<file path="src/rtl/axi_lite_dma_ctrl_if.sv">
// AXI4-Lite master/slave bundle used by the single-word-in-flight copy engine.
interface axi_lite_dma_ctrl_if #(
   parameter int unsigned DATA_WIDTH = 32,
   parameter int unsigned ADDR_WIDTH = 10
) ();
   localparam int unsigned STRB_WIDTH = DATA_WIDTH / 8;

   logic [ADDR_WIDTH-1:0] awaddr;
   logic                  awvalid;
   logic                  awready;
   logic [DATA_WIDTH-1:0] wdata;
   logic [STRB_WIDTH-1:0] wstrb;
   logic                  wvalid;
   logic                  wready;
   logic [1:0]            bresp;
   logic                  bvalid;
   logic                  bready;
   logic [ADDR_WIDTH-1:0] araddr;
   logic                  arvalid;
   logic                  arready;
   logic [DATA_WIDTH-1:0] rdata;
   logic [1:0]            rresp;
   logic                  rvalid;
   logic                  rready;

   modport master (
      output awaddr, awvalid, input awready,
      output wdata, wstrb, wvalid, input wready,
      input  bresp, bvalid, output bready,
      output araddr, arvalid, input arready,
      input  rdata, rresp, rvalid, output rready
   );

   modport slave (
      input  awaddr, awvalid, output awready,
      input  wdata, wstrb, wvalid, output wready,
      output bresp, bvalid, input bready,
      input  araddr, arvalid, output arready,
      output rdata, rresp, rvalid, input rready
   );
endinterface

</file>
<file path="src/rtl/axi_lite_dma_ctrl.sv">
// Word-by-word memory copy engine over AXI4-Lite: read one word, write it back,
// repeat; stops on the first error response.
module axi_lite_dma_ctrl #(
   parameter int unsigned DATA_WIDTH = 32,
   parameter int unsigned ADDR_WIDTH = 10,
   parameter int unsigned LEN_WIDTH  = 8
) (
   input  logic                  ACLK,
   input  logic                  ARESETN,
   input  logic                  start,
   input  logic [ADDR_WIDTH-1:0] src_addr,
   input  logic [ADDR_WIDTH-1:0] dst_addr,
   input  logic [LEN_WIDTH-1:0]  len,
   output logic                  busy,
   output logic                  done,
   output logic                  error,
   axi_lite_dma_ctrl_if.master   m
);
   localparam int unsigned STRB_WIDTH = DATA_WIDTH / 8;
   localparam logic [ADDR_WIDTH-1:0] STEP = ADDR_WIDTH'(STRB_WIDTH);

   typedef enum logic [2:0] {
      IDLE, RD_ADDR, RD_DATA, WR_REQ, WR_RESP, FINISH
   } state_t;

   state_t                state, state_nxt;
   logic [ADDR_WIDTH-1:0] src_q, dst_q;
   logic [LEN_WIDTH-1:0]  remaining;
   logic [DATA_WIDTH-1:0] rdata_q;
   logic                  aw_done, w_done, aw_done_nxt, w_done_nxt;
   logic                  arvalid_q, rready_q, awvalid_q, wvalid_q, bready_q;
   logic                  arvalid_d, rready_d, awvalid_d, wvalid_d, bready_d;
   logic                  busy_d, done_d;
   logic                  start_ok_c, last_word_c;

   assign start_ok_c  = (state == IDLE) && start;
   assign last_word_c = (remaining == LEN_WIDTH'(1));

   // State register plus registered handshake/status outputs
   always_ff @(posedge ACLK or negedge ARESETN) begin
      if (!ARESETN) begin
         state     <= IDLE;
         aw_done   <= 1'b0;
         w_done    <= 1'b0;
         arvalid_q <= 1'b0;
         rready_q  <= 1'b0;
         awvalid_q <= 1'b0;
         wvalid_q  <= 1'b0;
         bready_q  <= 1'b0;
         busy      <= 1'b0;
         done      <= 1'b0;
      end else begin
         state     <= state_nxt;
         aw_done   <= aw_done_nxt;
         w_done    <= w_done_nxt;
         arvalid_q <= arvalid_d;
         rready_q  <= rready_d;
         awvalid_q <= awvalid_d;
         wvalid_q  <= wvalid_d;
         bready_q  <= bready_d;
         busy      <= busy_d;
         done      <= done_d;
      end
   end

   // Next-state logic; AW and W handshakes are tracked separately in WR_REQ
   always_comb begin
      state_nxt   = state;
      aw_done_nxt = 1'b0;
      w_done_nxt  = 1'b0;
      case (state)
         IDLE:    if (start) state_nxt = (len != '0) ? RD_ADDR : FINISH;
         RD_ADDR: if (arvalid_q && m.arready) state_nxt = RD_DATA;
         RD_DATA: if (m.rvalid) state_nxt = (m.rresp != 2'b00) ? FINISH : WR_REQ;
         WR_REQ: begin
            aw_done_nxt = aw_done || (awvalid_q && m.awready);
            w_done_nxt  = w_done  || (wvalid_q && m.wready);
            if (aw_done_nxt && w_done_nxt) state_nxt = WR_RESP;
         end
         WR_RESP: begin
            if (m.bvalid) begin
               if (m.bresp != 2'b00 || last_word_c) state_nxt = FINISH;
               else                                 state_nxt = RD_ADDR;
            end
         end
         FINISH:  state_nxt = IDLE;
         default: state_nxt = IDLE;
      endcase
   end

   // Output decode from the next state so every output leaves a flop
   always_comb begin
      arvalid_d = (state_nxt == RD_ADDR);
      rready_d  = (state_nxt == RD_DATA);
      awvalid_d = (state_nxt == WR_REQ) && !aw_done_nxt;
      wvalid_d  = (state_nxt == WR_REQ) && !w_done_nxt;
      bready_d  = (state_nxt == WR_RESP);
      busy_d    = (state_nxt != IDLE);
      done_d    = (state_nxt == FINISH);
   end

   // Addresses, word count, captured data and sticky error
   always_ff @(posedge ACLK or negedge ARESETN) begin
      if (!ARESETN) begin
         src_q     <= '0;
         dst_q     <= '0;
         remaining <= '0;
         rdata_q   <= '0;
         error     <= 1'b0;
      end else begin
         if (start_ok_c) begin
            src_q     <= src_addr;
            dst_q     <= dst_addr;
            remaining <= len;
            error     <= 1'b0;
         end
         if (state == RD_DATA && m.rvalid) begin
            rdata_q <= m.rdata;
            if (m.rresp != 2'b00) error <= 1'b1;
         end
         if (state == WR_RESP && m.bvalid) begin
            if (m.bresp != 2'b00) begin
               error <= 1'b1;
            end else begin
               remaining <= remaining - LEN_WIDTH'(1);
               src_q     <= src_q + STEP;
               dst_q     <= dst_q + STEP;
            end
         end
      end
   end

   assign m.araddr  = src_q;
   assign m.arvalid = arvalid_q;
   assign m.rready  = rready_q;
   assign m.awaddr  = dst_q;
   assign m.awvalid = awvalid_q;
   assign m.wdata   = rdata_q;
   assign m.wstrb   = {STRB_WIDTH{1'b1}};
   assign m.wvalid  = wvalid_q;
   assign m.bready  = bready_q;
endmodule

</file>
<file path="src/flat_wrapper.sv">
// flat-port wrapper written by rule: the top's interface ports become plain ports
module axi_lite_dma_ctrl_flat 
#(
   parameter int unsigned DATA_WIDTH = 32,
   parameter int unsigned ADDR_WIDTH = 10,
   parameter int unsigned LEN_WIDTH  = 8
)
  (ACLK, ARESETN, start, src_addr, dst_addr, len, busy, done, error, m_awaddr, m_awvalid, m_awready, m_wdata, m_wstrb, m_wvalid, m_wready, m_bresp, m_bvalid, m_bready, m_araddr, m_arvalid, m_arready, m_rdata, m_rresp, m_rvalid, m_rready);
  axi_lite_dma_ctrl_if #(.DATA_WIDTH(DATA_WIDTH), .ADDR_WIDTH(ADDR_WIDTH)) m_i ();
  input  logic ACLK;
  input  logic ARESETN;
  input  logic start;
  input  logic [ADDR_WIDTH-1:0] src_addr;
  input  logic [ADDR_WIDTH-1:0] dst_addr;
  input  logic [LEN_WIDTH-1:0] len;
  output logic busy;
  output logic done;
  output logic error;
  output wire logic [$bits(m_i.awaddr)-1:0] m_awaddr;
  output wire logic [$bits(m_i.awvalid)-1:0] m_awvalid;
  input wire logic [$bits(m_i.awready)-1:0] m_awready;
  output wire logic [$bits(m_i.wdata)-1:0] m_wdata;
  output wire logic [$bits(m_i.wstrb)-1:0] m_wstrb;
  output wire logic [$bits(m_i.wvalid)-1:0] m_wvalid;
  input wire logic [$bits(m_i.wready)-1:0] m_wready;
  input wire logic [$bits(m_i.bresp)-1:0] m_bresp;
  input wire logic [$bits(m_i.bvalid)-1:0] m_bvalid;
  output wire logic [$bits(m_i.bready)-1:0] m_bready;
  output wire logic [$bits(m_i.araddr)-1:0] m_araddr;
  output wire logic [$bits(m_i.arvalid)-1:0] m_arvalid;
  input wire logic [$bits(m_i.arready)-1:0] m_arready;
  input wire logic [$bits(m_i.rdata)-1:0] m_rdata;
  input wire logic [$bits(m_i.rresp)-1:0] m_rresp;
  input wire logic [$bits(m_i.rvalid)-1:0] m_rvalid;
  output wire logic [$bits(m_i.rready)-1:0] m_rready;
  assign m_awaddr = m_i.awaddr;
  assign m_awvalid = m_i.awvalid;
  assign m_i.awready = m_awready;
  assign m_wdata = m_i.wdata;
  assign m_wstrb = m_i.wstrb;
  assign m_wvalid = m_i.wvalid;
  assign m_i.wready = m_wready;
  assign m_i.bresp = m_bresp;
  assign m_i.bvalid = m_bvalid;
  assign m_bready = m_i.bready;
  assign m_araddr = m_i.araddr;
  assign m_arvalid = m_i.arvalid;
  assign m_i.arready = m_arready;
  assign m_i.rdata = m_rdata;
  assign m_i.rresp = m_rresp;
  assign m_i.rvalid = m_rvalid;
  assign m_rready = m_i.rready;
  axi_lite_dma_ctrl #(.DATA_WIDTH(DATA_WIDTH), .ADDR_WIDTH(ADDR_WIDTH), .LEN_WIDTH(LEN_WIDTH)) u_core (.ACLK(ACLK), .ARESETN(ARESETN), .start(start), .src_addr(src_addr), .dst_addr(dst_addr), .len(len), .busy(busy), .done(done), .error(error), .m(m_i));
endmodule
</file>
<file path="config.mk">
export PLATFORM = sky130hd
export DESIGN_NAME = axi_lite_dma_ctrl_flat
export DESIGN_NICKNAME = d
export VERILOG_FILES = /design/src/rtl/axi_lite_dma_ctrl_if.sv /design/src/rtl/axi_lite_dma_ctrl.sv /design/src/flat_wrapper.sv
export SDC_FILE = /design/constraint.sdc
export NUM_CORES = 1
export LEC_CHECK = 0
export ABC_AREA = 1
export CORE_ASPECT_RATIO = 0.5
export CORE_MARGIN = 2
export CORE_UTILIZATION = 65
export DETAILED_ROUTE_END_ITERATION = 12
export DONT_BUFFER_PORTS = 1
export HOLD_SLACK_MARGIN = 0.15
export PLACE_DENSITY = 0.78
export SLEW_MARGIN = 20
export SYNTH_ARGS = -nofsm -noshare
export SYNTH_HDL_FRONTEND = slang
export SYNTH_SLANG_ARGS = --single-unit
export TNS_END_PERCENT = 10
</file>
<file path="constraint.sdc">
create_clock -name ACLK -period 2.3 [get_ports ACLK]
set_clock_uncertainty 0.1 [all_clocks]
set_input_delay 0.575 -clock ACLK [delete_from_list [all_inputs] [get_ports ACLK]]
set_output_delay 0.575 -clock ACLK [all_outputs]
set_load 0.005 [all_outputs]
</file>
==> run summary, run 1 <==
status - complete, but fails checks
failing checks - negative hold slack
clock buffer count from CTS - 9
Max VDD drop - 0.000830 V
Slew HR - 64.4%
IO Port Bufs - 0
Resize count post-CTS - 0
RSZ-0062 raised after global routing - false
Post-Syn Area - 0.00352 mm2
Power Dens Cells - 1410 mW/mm2
synthesized area per cell - 7.72 um2
die footprint - 0.00606 mm2
HP Class - in2async
Final period util - 79.6%
max-slew violations - 0
Required @ worst endpoint - 2470 ps
final std cells w/o fill - 533
CTS root buf - clkbuf_8
Starting Density - 69.5%
1st-pass router iterations - 7
DRC - 0
Syn Inst Count - 456
setup repair bufs after CTS - 0
Final Setup Violations - 0
max-cap viol count - 0
FP Rows - 18
GRT overflow - 0
drt wl/cell - 15.7 um
setup ws final - 469 ps
Lkg Pwr - 1.99 nW
CTS tree - done
final hold viol count - 73
WS Path Type - reg2reg
initial antenna violation count - 0
via/cell ratio - 5.65
CTS Buffer Depth - 2
asr flop ratio synth - 100%
crit path capture - u_core.remaining[4]$_DFF_PN0_
H-Tree Level Count - 3
most frequent cells in the layout - nand2_1 (169), dfrtp_1 (73), nor2_1 (59)
clk slew on worst S/H paths - 80 ps
Area growth, synth to finish - 7.89%
number of global-route vias before repair - 3050
Boundary Pins - 136
Min Hold Slack - -175 ps
FF-to-FF End - u_core.remaining[4]$_DFF_PN0_
EDFF count, synth - 0
ANT cells - 0
Critical Path Start Type - register
Final Cell Area - 0.00380 mm2
Cell variety after synth - 27
ys flop type - dfrtp_1
final antenna-violating net count - 0
dpl hpwl - 6100 um
Die W - 108 um
worst-skew pair later-pin latency - 340 ps
placed cell count - 517
WL final - 8360 um
Total Routing Usage GR - 28.8%
most common cell after layout, fill and taps aside - nand2_1
Setup TNS - 0 ps
R2R Setup Slk - 470 ps
Synth Warn # - 0
placer congestion estimate - 0.889
ratio of cells with drive above 1 in the final layout - 6.70%
largest net degree at the start of global routing - 74
worst slack, placed - 310 ps
core footprint - 0.00507 mm2
worst-margin pin slew - 533 ps
R2R cell count - 7
crit end category - register
Post-DP Area - 0.00356 mm2
Initial DRC Count - 250
worst r2r src - u_core.state[1]$_DFF_PN0_
final core utilization - 75.0%
Seq/Total Area, Yosys - 51.9%
first-pass GRT wire length - 13600 um
Arr. time, crit path - 2000 ps
die height - 56.1 um
CP Max Fanout - 18
Worst setup startpoint - u_core.state[1]$_DFF_PN0_
fmax - 0.546 GHz
Tmin final - 1830 ps
#FFs+latches synth - 73
Filler cells - 403
nets - 534
total number of vias - 3014
clock sink count - 73
routing by layer:
metal / GRT usage [%] / part of all wire [%]
met1: 32.8 / 38
met2: 50.2 / 49
met3: 10.7 / 11
met4: 9.89 / 2.2
met5: 0 / 0
through the flow:
stage	hold slack [ps]	power [mW]
CTS	-187	5.36
detailed placement	181	4.19
finish	-175	5.37
global placement	181	4.04
floorplan	179	3.69
global route	-192	5.76
worst max-delay path, stage by stage, from the launching register on:
cell	delay (ps)
dfrtp_1	460
nor2_4	200
nand2_2	100
nor2_4	400
nor2_2	190
nand2_1	120
o21ai_0	90
nor2_1	100
how the worst min path moves through the flow:
stage	startpoint	end	slack, ps	cells after the start
detailed placement	ARESETN	u_core.remaining[4]$_DFF_PN0_	180	0
finish	ARESETN	u_core.remaining[0]$_DFF_PN0_	-180	0
global route	ARESETN	u_core.m.wdata[6]$_DFFE_PN0P_	-190	0
CTS	ARESETN	u_core.m.wdata[18]$_DFFE_PN0P_	-190	0
floorplan	ARESETN	u_core.aw_done$_DFF_PN0_	180	0
global placement	ARESETN	u_core.remaining[3]$_DFF_PN0_	180	0
kinds of logic (layout without fill, tap and decap cells):
family                     count (synthesis)  count (layout)  synth area share (%)
and+or+nand+nor                          279             279                  32.6
adders and majority gates                  4               4                  1.42
AOI/OAI and AO/OA                         43              43                  6.86
other                                      1               4                 0.106
buffers and inverters                     54              58                  6.68
DFF                                       73              73                  51.9
xor gates and xnor gates                   2               2                 0.497
power by group:
group          leakage (nW)  total (mW)  switching, mW  internal (mW)
clock network         0.119        1.17          0.512          0.658
registers             0.882        2.47          0.580           1.89
logic                 0.990        1.72           1.10          0.625
layout make-up:
cell class	count	area, um2	share of cell area, %
Clock buffer	10	138	3.62
Clock inverter	6	97.6	2.57
Inverter	37	139	3.65
Multi-Input combinational cell	332	1470	38.8
Sequential cell	73	1830	48.1
Tap cell	70	87.6	2.30
Timing Repair Buffer	5	37.5	0.988
cells in the mapped netlist (2+ instances only):
cell type | count | area [um2]
xor2_1 | 2 | 17.5
nor2_2 | 2 | 12.5
inv_1 | 36 | 135
o21ai_0 | 14 | 70.1
nand3_1 | 24 | 120
o22ai_1 | 10 | 62.6
clkbuf_1 | 3 | 11.3
o21bai_1 | 3 | 22.5
dfrtp_1 | 73 | 1830
a21oi_1 | 14 | 70.1
ha_1 | 4 | 50.1
buf_4 | 6 | 45.0
nor3_1 | 13 | 65.1
nor2_4 | 2 | 22.5
nor3b_1 | 4 | 30.0
nand2_1 | 169 | 634
buf_2 | 8 | 40.0
nor2_1 | 60 | 225
sequential cells by signal (all words and copies together) (netlist names):
signal and count:
u_core.m.araddr 10, u_core.m.awvalid 1, u_core.aw_done 1, u_core.m.awaddr 10, u_core.m.rready 1, u_core.state 3
u_core.busy 1, u_core.m.bready 1, u_core.remaining 8, u_core.done 1, u_core.error 1, u_core.m.arvalid 1
u_core.m.wvalid 1, u_core.m.wdata 32, u_core.w_done 1
(Power assumes the default switching activity.)
==> run 2, diff against run 1 <==
CORE_UTILIZATION = 57   (was 65)
PLACE_DENSITY = 0.72   (was 0.78)
clock period = 1.6 ns   (was 2.3 ns; I/O delays follow)
==> run summary, run 2 (synthesis gave the netlist of run 1 again) <==
status - complete, but fails checks
failing checks - negative hold slack
DRC - 0 (unchanged)
Multi-input gate area - 0.00151 mm2 (+2.2%)
clock sink count - 73 (unchanged)
CTS Buffer Depth - 2 (unchanged)
Final Setup Violations - 0 (unchanged)
1st-pass router iterations - 5 (-2)
final hold viol count - 73 (unchanged)
worst r2r src - u_core.state[1]$_DFF_PN0_
Post-DP Area - 0.00363 mm2 (+2.0%)
Starting Density - 58.4% (-11 points)
Worst setup startpoint - u_core.state[1]$_DFF_PN0_
FF-to-FF End - u_core.m.arvalid$_DFF_PN0_
Register Area - 0.00183 mm2 (+0.14%)
Worst path slowest cell - dfrtp_1
CTS Hold Bufs - 39
R2R cell count - 9 (+2)
WS Path Type - reg2reg
met2 GRT Util - 46.8% (-3.4 points)
worst-skew pair later-pin latency - 330 ps (about the same)
Lkg Pwr - 2.22 nW (+11%)
clk slew on worst S/H paths - 60 ps (-20 ps)
first-pass GRT wire length - 14300 um (+5.3%)
crit end category - register
HP Class - in2async
Max VDD drop - 0.000974 V (+17%)
Boundary Pins - 136 (unchanged)
Final period util - 95.4% (+16 points)
Power Dens Cells - 1900 mW/mm2 (+35%)
CTS root buf - clkbuf_16
Die W - 115 um (+6.5%)
met3 usage - 10.6% (-0.022 points)
ratio of cells with drive above 1 in the final layout - 7.72% (+1.0 points)
final std cells w/o fill - 593 (+11%)
Arr. time, crit path - 1650 ps (-350 ps)
Required @ worst endpoint - 1720 ps (-750 ps)
nets - 576 (+7.9%)
CP peak stage delay - 410 ps (-50 ps)
Min Hold Slack - -338 ps (-163 ps)
GRT overflow - 0 (unchanged)
final antenna-violating net count - 0 (unchanged)
placer congestion estimate - 0.883 (-0.69%)
Tmin final - 1530 ps (-305 ps)
Total Routing Usage GR - 27.8% (-0.96 points)
max-slew violations - 0 (unchanged)
die height - 59.6 um (+6.3%)
dpl hpwl - 5980 um (-2.0%)
ANT cells - 0 (unchanged)
Filler cells - 435 (+7.9%)
most common cell after layout, fill and taps aside - nand2_1
crit-path cells - buf_4 > inv_1 > nand2_1 > nor2_4 > nand2_1 > nor2_1 > nor2_1 > nand2_1 > nor2_1
total power - 8.34 mW (+56%)
placed cell count - 538 (+4.1%)
max-cap viol count - 0 (unchanged)
Initial DRC Count - 182 (-27%)
clock buffer count from CTS - 9 (unchanged)
worst slack, placed - 33.0 ps (-277 ps)
most frequent cells in the layout - nand2_1 (168), dfrtp_1 (71), nor2_1 (58)
largest net degree at the start of global routing - 74 (unchanged)
Area growth, synth to finish - 24.4%
initial antenna violation count - 0 (unchanged)
IO Port Bufs - 0 (unchanged)
R2R Setup Slk - 70 ps (-390 ps)
FP Rows - 20 (+2)
via/cell ratio - 5.32 (-5.9%)
Setup TNS - 0 ps (unchanged)
core footprint - 0.00603 mm2 (+19%)
family with the most delay on the worst path - simple AND/OR/NAND/NOR gates
CTS tree - done
GRT busiest layer - met2
H-Tree Level Count - 3 (unchanged)
GR Util met1 - 32.9% (+0.096 points)
Largest register FFs - 32 (unchanged)
fmax - 0.655 GHz (+20%)
CP Max Fanout - 5 (-13)
total number of vias - 3157 (+4.7%)
WL final - 9060 um (+8.4%)
Final Cell Area - 0.00438 mm2 (+15%)
drt wl/cell - 15.3 um (-2.6%)
setup ws final - 74.3 ps (-395 ps)
RSZ-0062 raised after global routing - true
Critical Path Start Type - register
WP buf/inv - 2 (+2)
final core utilization - 72.6% (-2.4 points)
number of global-route vias before repair - 3159 (+3.6%)
die footprint - 0.00686 mm2 (+13%)
[run 2: routing by layer]
| metal | up-vias | share of wire, % | wire length (um) |
|---|---|---|---|
| li1 | 1514 | - | - |
| met1 | 1487 | 40 | 3660 |
| met2 | 140 | 48 | 4380 |
| met3 | 16 | 9.3 | 842 |
| met4 | 0 | 1.9 | 174 |
| met5 | - | 0 | 0 |
[run 2: final cells by class]
class	count	area share, %
multi-input cells	332	34.4
clock buffers	10	5.23
inverters	37	3.17
well taps	88	2.51
clock inverters	6	2.09
repair buffers	47	10.9
flip-flops and latches	73	41.8
[run 2: worst register-to-register path, stage by stage, from the launching register on]
cell	delay [ps]
dfrtp_1	410
buf_4	160
inv_1	90
nand2_1	90
nor2_4	160
nand2_1	110
nor2_1	110
nor2_1	60
nand2_1	80
nor2_1	50
[run 2: repair_timing]
action	CTS	global route
endpoints found under the hold margin	112	73
setup endpoints to repair	0	26
buffers inserted	0	0
gates resized for setup	0	9
[run 2: how the worst max path moves through the flow]
| stage | endpoint | slack [ps] | cells past startpoint |
|---|---|---|---|
| after CTS | u_core.remaining[5]$_DFF_PN0_ | 20 | 8 |
| after floorplan | u_core.m.awaddr[9]$_DFF_PN0_ | 150 | 7 |
| after global routing | u_core.remaining[5]$_DFF_PN0_ | -20 | 8 |
| final | u_core.m.arvalid$_DFF_PN0_ | 70 | 9 |
| after global placement | u_core.remaining[5]$_DFF_PN0_ | 80 | 8 |
| after detailed placement | u_core.m.awaddr[8]$_DFF_PN0_ | 30 | 8 |
[run 2: power by group]
part / internal (mW) / switching, mW / total (mW)
sequential: 2.73 / 0.832 / 3.57
clock: 1.37 / 0.775 / 2.15
combinational: 1.01 / 1.62 / 2.63
